==> src/rtl/food_map_rmw_ctrl.sv <==
// food_map_rmw_ctrl: eats pellets by read-modify-write of a food-map row and reloads the map from an external pattern source; ports: eat_* handshake, mem_* port A, fill_* loader, food_count/level_clear status
module food_map_rmw_ctrl #(
  parameter int ROWS  = 60,
  parameter int COLS  = 80,
  parameter int CNT_W = 13
) (
  input  logic             clk,
  input  logic             rst_n,
  input  logic             eat_valid,
  input  logic [6:0]       eat_x,
  input  logic [5:0]       eat_y,
  output logic             eat_ready,
  output logic             eat_done,
  output logic             eat_hit,
  input  logic             fill_req,
  output logic [5:0]       fill_addr,
  input  logic [COLS-1:0]  fill_data,
  output logic             fill_done,
  output logic [5:0]       mem_addr,
  output logic             mem_we,
  output logic [COLS-1:0]  mem_wdata,
  input  logic [COLS-1:0]  mem_rdata,
  output logic [CNT_W-1:0] food_count,
  output logic             level_clear
);
  localparam logic [2:0] IDLE = 3'd0, RD = 3'd1, CAP = 3'd2, WR = 3'd3, FILL = 3'd4;
  localparam logic [5:0] LAST = 6'(ROWS - 1);
  logic [2:0]      state;
  logic [6:0]      ex;
  logic [5:0]      ey;
  logic            oor;
  logic            pend;
  logic            in_range;
  logic [COLS-1:0] row;
  function automatic logic [CNT_W-1:0] popcount(input logic [COLS-1:0] d);
    logic [CNT_W-1:0] s;
    s = '0;
    for (int i = 0; i < COLS; i++) s += CNT_W'(d[i]);
    return s;
  endfunction
  assign in_range  = 32'(eat_x) < COLS && 32'(eat_y) < ROWS;
  assign eat_ready = state == IDLE && !pend;
  assign eat_done  = state == WR;
  assign eat_hit   = state == WR && !oor && row[ex];
  assign mem_addr  = state == FILL ? fill_addr : ey;
  assign mem_we    = state == FILL || eat_hit;
  assign mem_wdata = state == FILL ? fill_data : row & ~(COLS'(1) << ex);
  always_ff @(posedge clk or negedge rst_n)
    if (!rst_n) begin
      state       <= IDLE;
      ex          <= '0;
      ey          <= '0;
      oor         <= 1'b0;
      pend        <= 1'b0;
      row         <= '0;
      fill_addr   <= '0;
      food_count  <= '0;
      fill_done   <= 1'b0;
      level_clear <= 1'b0;
    end else begin
      fill_done   <= state == FILL && fill_addr == LAST;
      level_clear <= eat_hit && food_count == CNT_W'(1);
      pend        <= state == IDLE && pend ? 1'b0 : state != FILL && fill_req ? 1'b1 : pend;
      case (state)
        IDLE:
          if (pend) begin
            state      <= FILL;
            fill_addr  <= '0;
            food_count <= '0;
          end else if (eat_valid) begin
            ex    <= eat_x;
            ey    <= eat_y;
            oor   <= !in_range;
            state <= in_range ? RD : WR;
          end
        RD: state <= CAP;
        CAP: begin
          row   <= mem_rdata;
          state <= WR;
        end
        WR: begin
          state <= IDLE;
          if (eat_hit && food_count != '0) food_count <= food_count - CNT_W'(1);
        end
        FILL: begin
          food_count <= food_count + popcount(fill_data);
          fill_addr  <= fill_addr == LAST ? '0 : fill_addr + 6'd1;
          state      <= fill_addr == LAST ? IDLE : FILL;
        end
        default: state <= IDLE;
      endcase
    end
endmodule

==> config.mk <==
export PLATFORM = sky130hd
export DESIGN_NAME = food_map_rmw_ctrl
export DESIGN_NICKNAME = d
export VERILOG_FILES = /design/src/rtl/food_map_rmw_ctrl.sv
export SDC_FILE = /design/constraint.sdc
export NUM_CORES = 1
export LEC_CHECK = 0
export ABC_AREA = 1
export CAP_MARGIN = 20
export CORE_ASPECT_RATIO = 1.25
export CORE_MARGIN = 4
export CORE_UTILIZATION = 35
export DETAILED_ROUTE_END_ITERATION = 7
export PLACE_DENSITY = 0.62
export SLEW_MARGIN = 20
export SYNTH_ARGS = -nofsm -noshare
export SYNTH_HDL_FRONTEND = slang
export SYNTH_SLANG_ARGS = --single-unit
==> constraint.sdc <==
create_clock -name clk -period 18.09 [get_ports clk]
set_clock_uncertainty 0.1 [all_clocks]
set_input_delay 2.7135 -clock clk [delete_from_list [all_inputs] [get_ports clk]]
set_output_delay 2.7135 -clock clk [all_outputs]
set_load 0.02 [all_outputs]
======== After elaboration in Yosys (flattened, before gate mapping) ========
Cells that the tools add are included.
operators by class
  add/subtract/negate cells ............... 82
  order comparisons ....................... 3
  equality and inequality tests ........... 10
  shift-type cells ........................ 1
  muxes and demuxes ....................... 17
  bitwise logic cells ..................... 3
  reductions and logical operators ........ 21
operators by type and width
  cell                   count
  $add 13x1->13          67
  $and 80x80->80         1
  $mux 80                1
  $not 80->80            1
  $shl 1x7->80 const A   1
  $pmux 13 s3            1
  $mux 13                2
  $mux 6                 3
  $add 12x1->13          1
  $add 13x13->13         1
  $eq 13x1->1 const B    1
  $reduce_bool 13->1     1
  $sub 13x1->13 const B  1
  $add 11x1->12          1
  $pmux 3 s4             1
  $pmux 6 s2             1
  $add 10x1->11          1
  $add 9x1->10           1
  $add 8x1->9            1
  $logic_and 1x1->1      9
  $mux 3                 3
  $add 7x1->8            1
  $lt 7x8->1 const B     1
  $add 6x1->7            1
  26 further kinds       34
word-level totals
  register bits after elaboration ......... 119
  input port bits ......................... 177
  output and inout bits ................... 111
  logic and storage cells ................. 147

======== Depth between registers and ports, before layout ========
  depth after elaboration ................. 81
  mapped depth ............................ 28
  mapped depth without buffers ............ 28

======== Least setup slack after synthesis ========
No wires, ideal clock.
  path type ............................... input to register
  from .................................... input fill_data[35]
  to ...................................... register food_count[10]
  setup time .............................. 0.117 ns
  data arrival time ....................... 8.662 ns
  data required time ...................... 17.873 ns
  path slack .............................. 9.211 ns
  stages on the path ...................... 27
  path buffers ............................ 0
  cells stage by stage .................... inv_1 fa_1 inv_1 fa_1 inv_1 fa_1 inv_1 fa_1 inv_1 fa_1 fa_1 fa_1 fa_1 fa_1 fa_1 inv_1 nand2_1 o21ai_0 a21oi_1 o21bai_1 nand2_1 nand2_1 nand2_1 nand2_1 o21ai_0 nand3_1 nand2_1
between the ends
  word-level cells in the longest chain between the ends .. 47
ends and longest elaborated chain
  item                          RTL line  text
  from (decl)                   17        input logic [COLS-1:0] fill_data,
  $add 13x1->13 (45 in series)  38        for (int i = 0; i < COLS; i++) s += CNT_W'(d[i]);
  $add 13x13->13                86        food_count <= food_count + popcount(fill_data);
  $pmux 13 s3                   64        case (state)
  to (signal assigned)          83        if (eat_hit && food_count != '0) food_count <= food_count - CNT_W'(1);
  to (signal assigned)          86
  to (decl)                     23        output logic [CNT_W-1:0] food_count,
Every way passes these cells.
A chain may end at the register's enable or synchronous reset.

======== Worst setup path in the final report ========
Ends and elaborated chain as after synthesis.

==> summary.md <==
| Metric | Value |
|---|---|
| Tmin final | around 9.4 ns |
| Syn Nets | 1706 |
| Final wirelength | 45200 microns |
| CP Data Arrival Time | 9.70 ns |
| Worst skew pair latency | approximately 0.43 ns |
| Drt via density | 5.24 |
| IO Port Bufs | about 290 |
| Post-CTS Hold Fix Bufs | 0 |
| Core area | between 20000 and 30000 sq um |
| Reg clk slew, reported paths | 0.07 ns |
| Row cnt | 68 |
| Global placer's final weighted congestion | 0.999 |
| Vias in the first global route | ~11000 |
| TritonCTS buffer count | 17 |
| Fillers | 2839 |
| Routed Antenna Nets | 0 |
| Share of layout cells above drive strength 1 | 3.37% |
| CP required | around 18 ns |
| Post-Syn Instances | 1426 |
| Hold Vio Cnt, Final | 0 |
| Setup WS pre-CTS | 8.27 ns |
| Post-DP HPWL | between 30000 and 40000 microns |
| Post-synth EDFFs | 0 |
| Initial antenna violation count | 0 |
| Post-route DRC | 0 |
| Status | finished clean |
| Final Util | between 40 and 50% |
| Die height | ~200 microns |
| WHS Path Cells | 2 |
| Worst Setup Start Kind | primary input |
| Synth warn | 0 |
| Reg2reg path depth | 21 |
| Finish-stage setup viols | 0 |
| Die ar. | ~31000 sq um |
| Cell Area, Synth | 10000 sq um |
| RSZ-0062 raised after global routing | false |
| Post-CTS sizing | 0 |
| Most common cell after layout, fill and taps aside | nand2_1 |
| Width of the die | 159 microns |
| Slew margin rel. | 31.5% |
| Detailed Route Iter0 Violations | 843 |
| Max clock buf depth | 2 |
| Detailed Routing Iterations Pass 1 | 5 |
| Most frequent cells in the layout | nand2_1, clkdlybuf4s50_1, inv_1 |
| HP Class | flip-flop to flip-flop |
| Reg-to-Reg End | food_count[10] |
| Clk root buf | clkbuf_16 |
| Max_cap viols | 0 |
| Routed WL per cell | ~22 microns |
| Hold EP | ey[0] |
| Initial Util | 35.8% |
| Largest net degree at the start of global routing | 103 |
| Post-synthesis sequential area ratio | 29.8% |
| CTS tree | done |
| Post-route setup TNS | 0 ns |
| Area delta synth->final | 37.1% |
| Post-CTS Setup Repair Bufs | 0 |
| H-tree Lvls | 4 |
| Reg2Reg Setup Slack | 11.52 ns |
| Min-delay src | ey[0] |
| Area of the multi-input gates | 5920 sq um |
| Storage cell area | 2980 sq um |
| Post-synth top flop | dfrtp_1 |
| Post-synthesis register bit count | 119 |
| I/O pin count | 288 |
| CP startpoint | fill_data[35] |
| CP dominant cell by count | fa_1 |
| Worst Setup End Kind | flip-flop |
| Avg Cell Area, Syn | between 7 and 8 sq um |
| Clk sinks | 119 |
| WS Path Type | primary input to flip-flop |
| Fmax | 106 MHz |
| Critical Path Max Stage Delay | about 0.57 ns |
| Global-route wire length before repair | roughly 70000 microns |
| Crit-path max FO | 3 |
| Pins Over Slew Limit | 0 |
| Grt ovf | 0 |
| Nets | 1956 |
| Fraction of registers with async set/reset | 100% |
| Worst-Margin Slew | roughly 1.0 ns |
| Post-synth cell types | 36 |
| Tcrit/Tclk final | 52.1% |
| Worst r2r src | food_count[0] |
| Total Routing Usage GR | 28.7% |
| Via count | ~11000 |
| Final WS setup | 8.66 ns |
| Worst path slowest cell | fa_1 |
[routing by layer]
| metal | track usage [%] | part of all wire (%) | vias up |
|---|---|---|---|
| li1 | - | - | 4967 |
| met1 | 35.2 | 39 | 5111 |
| met2 | 49.6 | 49 | 520 |
| met3 | 5.63 | 7.4 | 97 |
| met4 | 11.8 | 4.8 | 0 |
| met5 | 0 | 0 | - |
[cells in the mapped netlist (all sizes together), types with 2 or more instances]
cell / n / area, sq um
buf: 24 / 123
fa: 72 / 1440
o21bai: 3 / 22.5
nor3: 23 / 120
nand3b: 3 / 22.5
a21o: 2 / 15.0
o22ai: 8 / 50.1
xor2: 5 / 43.8
nor2: 57 / 224
a31oi: 3 / 18.8
ha: 31 / 388
inv: 219 / 822
dfrtp: 119 / 2980
nor4: 3 / 18.8
clkbuf: 40 / 150
o21ai: 147 / 736
clkinv: 4 / 15.0
nand3: 92 / 460
nand4: 5 / 31.3
o211ai: 33 / 248
nand2: 505 / 1910
xnor2: 3 / 26.3
a21oi: 20 / 100
[final cells by class]
class / instances / share of cell area (%)
diodes: 1 / 0.0183
clock buffers: 18 / 3.20
clock inverters: 14 / 1.18
inverters: 223 / 6.11
multi-input cells: 1020 / 43.2
flip-flops and latches: 119 / 21.7
well taps: 350 / 3.19
repair buffers: 295 / 21.4
[cell families (layout without fill, tap and decap cells)]
group                    count (synthesis)  in the layout  share of synthesized area, %
adder cells (fa/ha/maj)                103            103                          18.3
AO/OA/AOI/OAI                          220            220                          12.2
other                                    0              1                             0
buffers and inverters                  287            550                          11.1
flip-flops                             119            119                          29.8
AND/OR/NAND/NOR                        689            689                          27.9
XOR/XNOR                                 8              8                         0.701
[worst max-delay path: cells and delay by family]
| family | cells | cell delay (ns) |
|---|---|---|
| adder cells (fa/ha/maj) | 10 | 4.81 |
| AO/OA/AOI/OAI | 4 | 0.93 |
| buffers and inverters | 7 | 0.80 |
| AND/OR/NAND/NOR | 6 | 0.44 |
[worst max-delay path by stage]
| stage | endpoint | slack, ns | cells past startpoint |
|---|---|---|---|
| after floorplan | food_count[10] | 9.21 | 27 |
| after global placement | food_count[10] | 8.30 | 28 |
| after detailed placement | food_count[10] | 8.27 | 28 |
| after CTS | food_count[10] | 8.68 | 28 |
| after global routing | food_count[10] | 8.23 | 27 |
| final | food_count[10] | 8.66 | 27 |
[through the flow]
stage | cells | hold slack, ns | instance area (sq um)
floorplan | 1426 | 0.342 | 10000
global placement | 2007 | 0.360 | 13100
detailed placement | 2007 | 0.366 | 13100
CTS | 2039 | 0.385 | 13700
global route | 2039 | 0.413 | 13700
finish | 2040 | 0.393 | 13700
[flip-flops by register name, summed over array words and instances, names as in the netlist]
name / flops
level_clear: 1
pend: 1
ey: 6
row: 80
state: 3
oor: 1
fill_done: 1
ex: 7
food_count: 13
fill_addr: 6
Power is left out: the tool's default activity adds up to more than one toggle a clock period on the data nets, which glitch-free logic cannot reach.
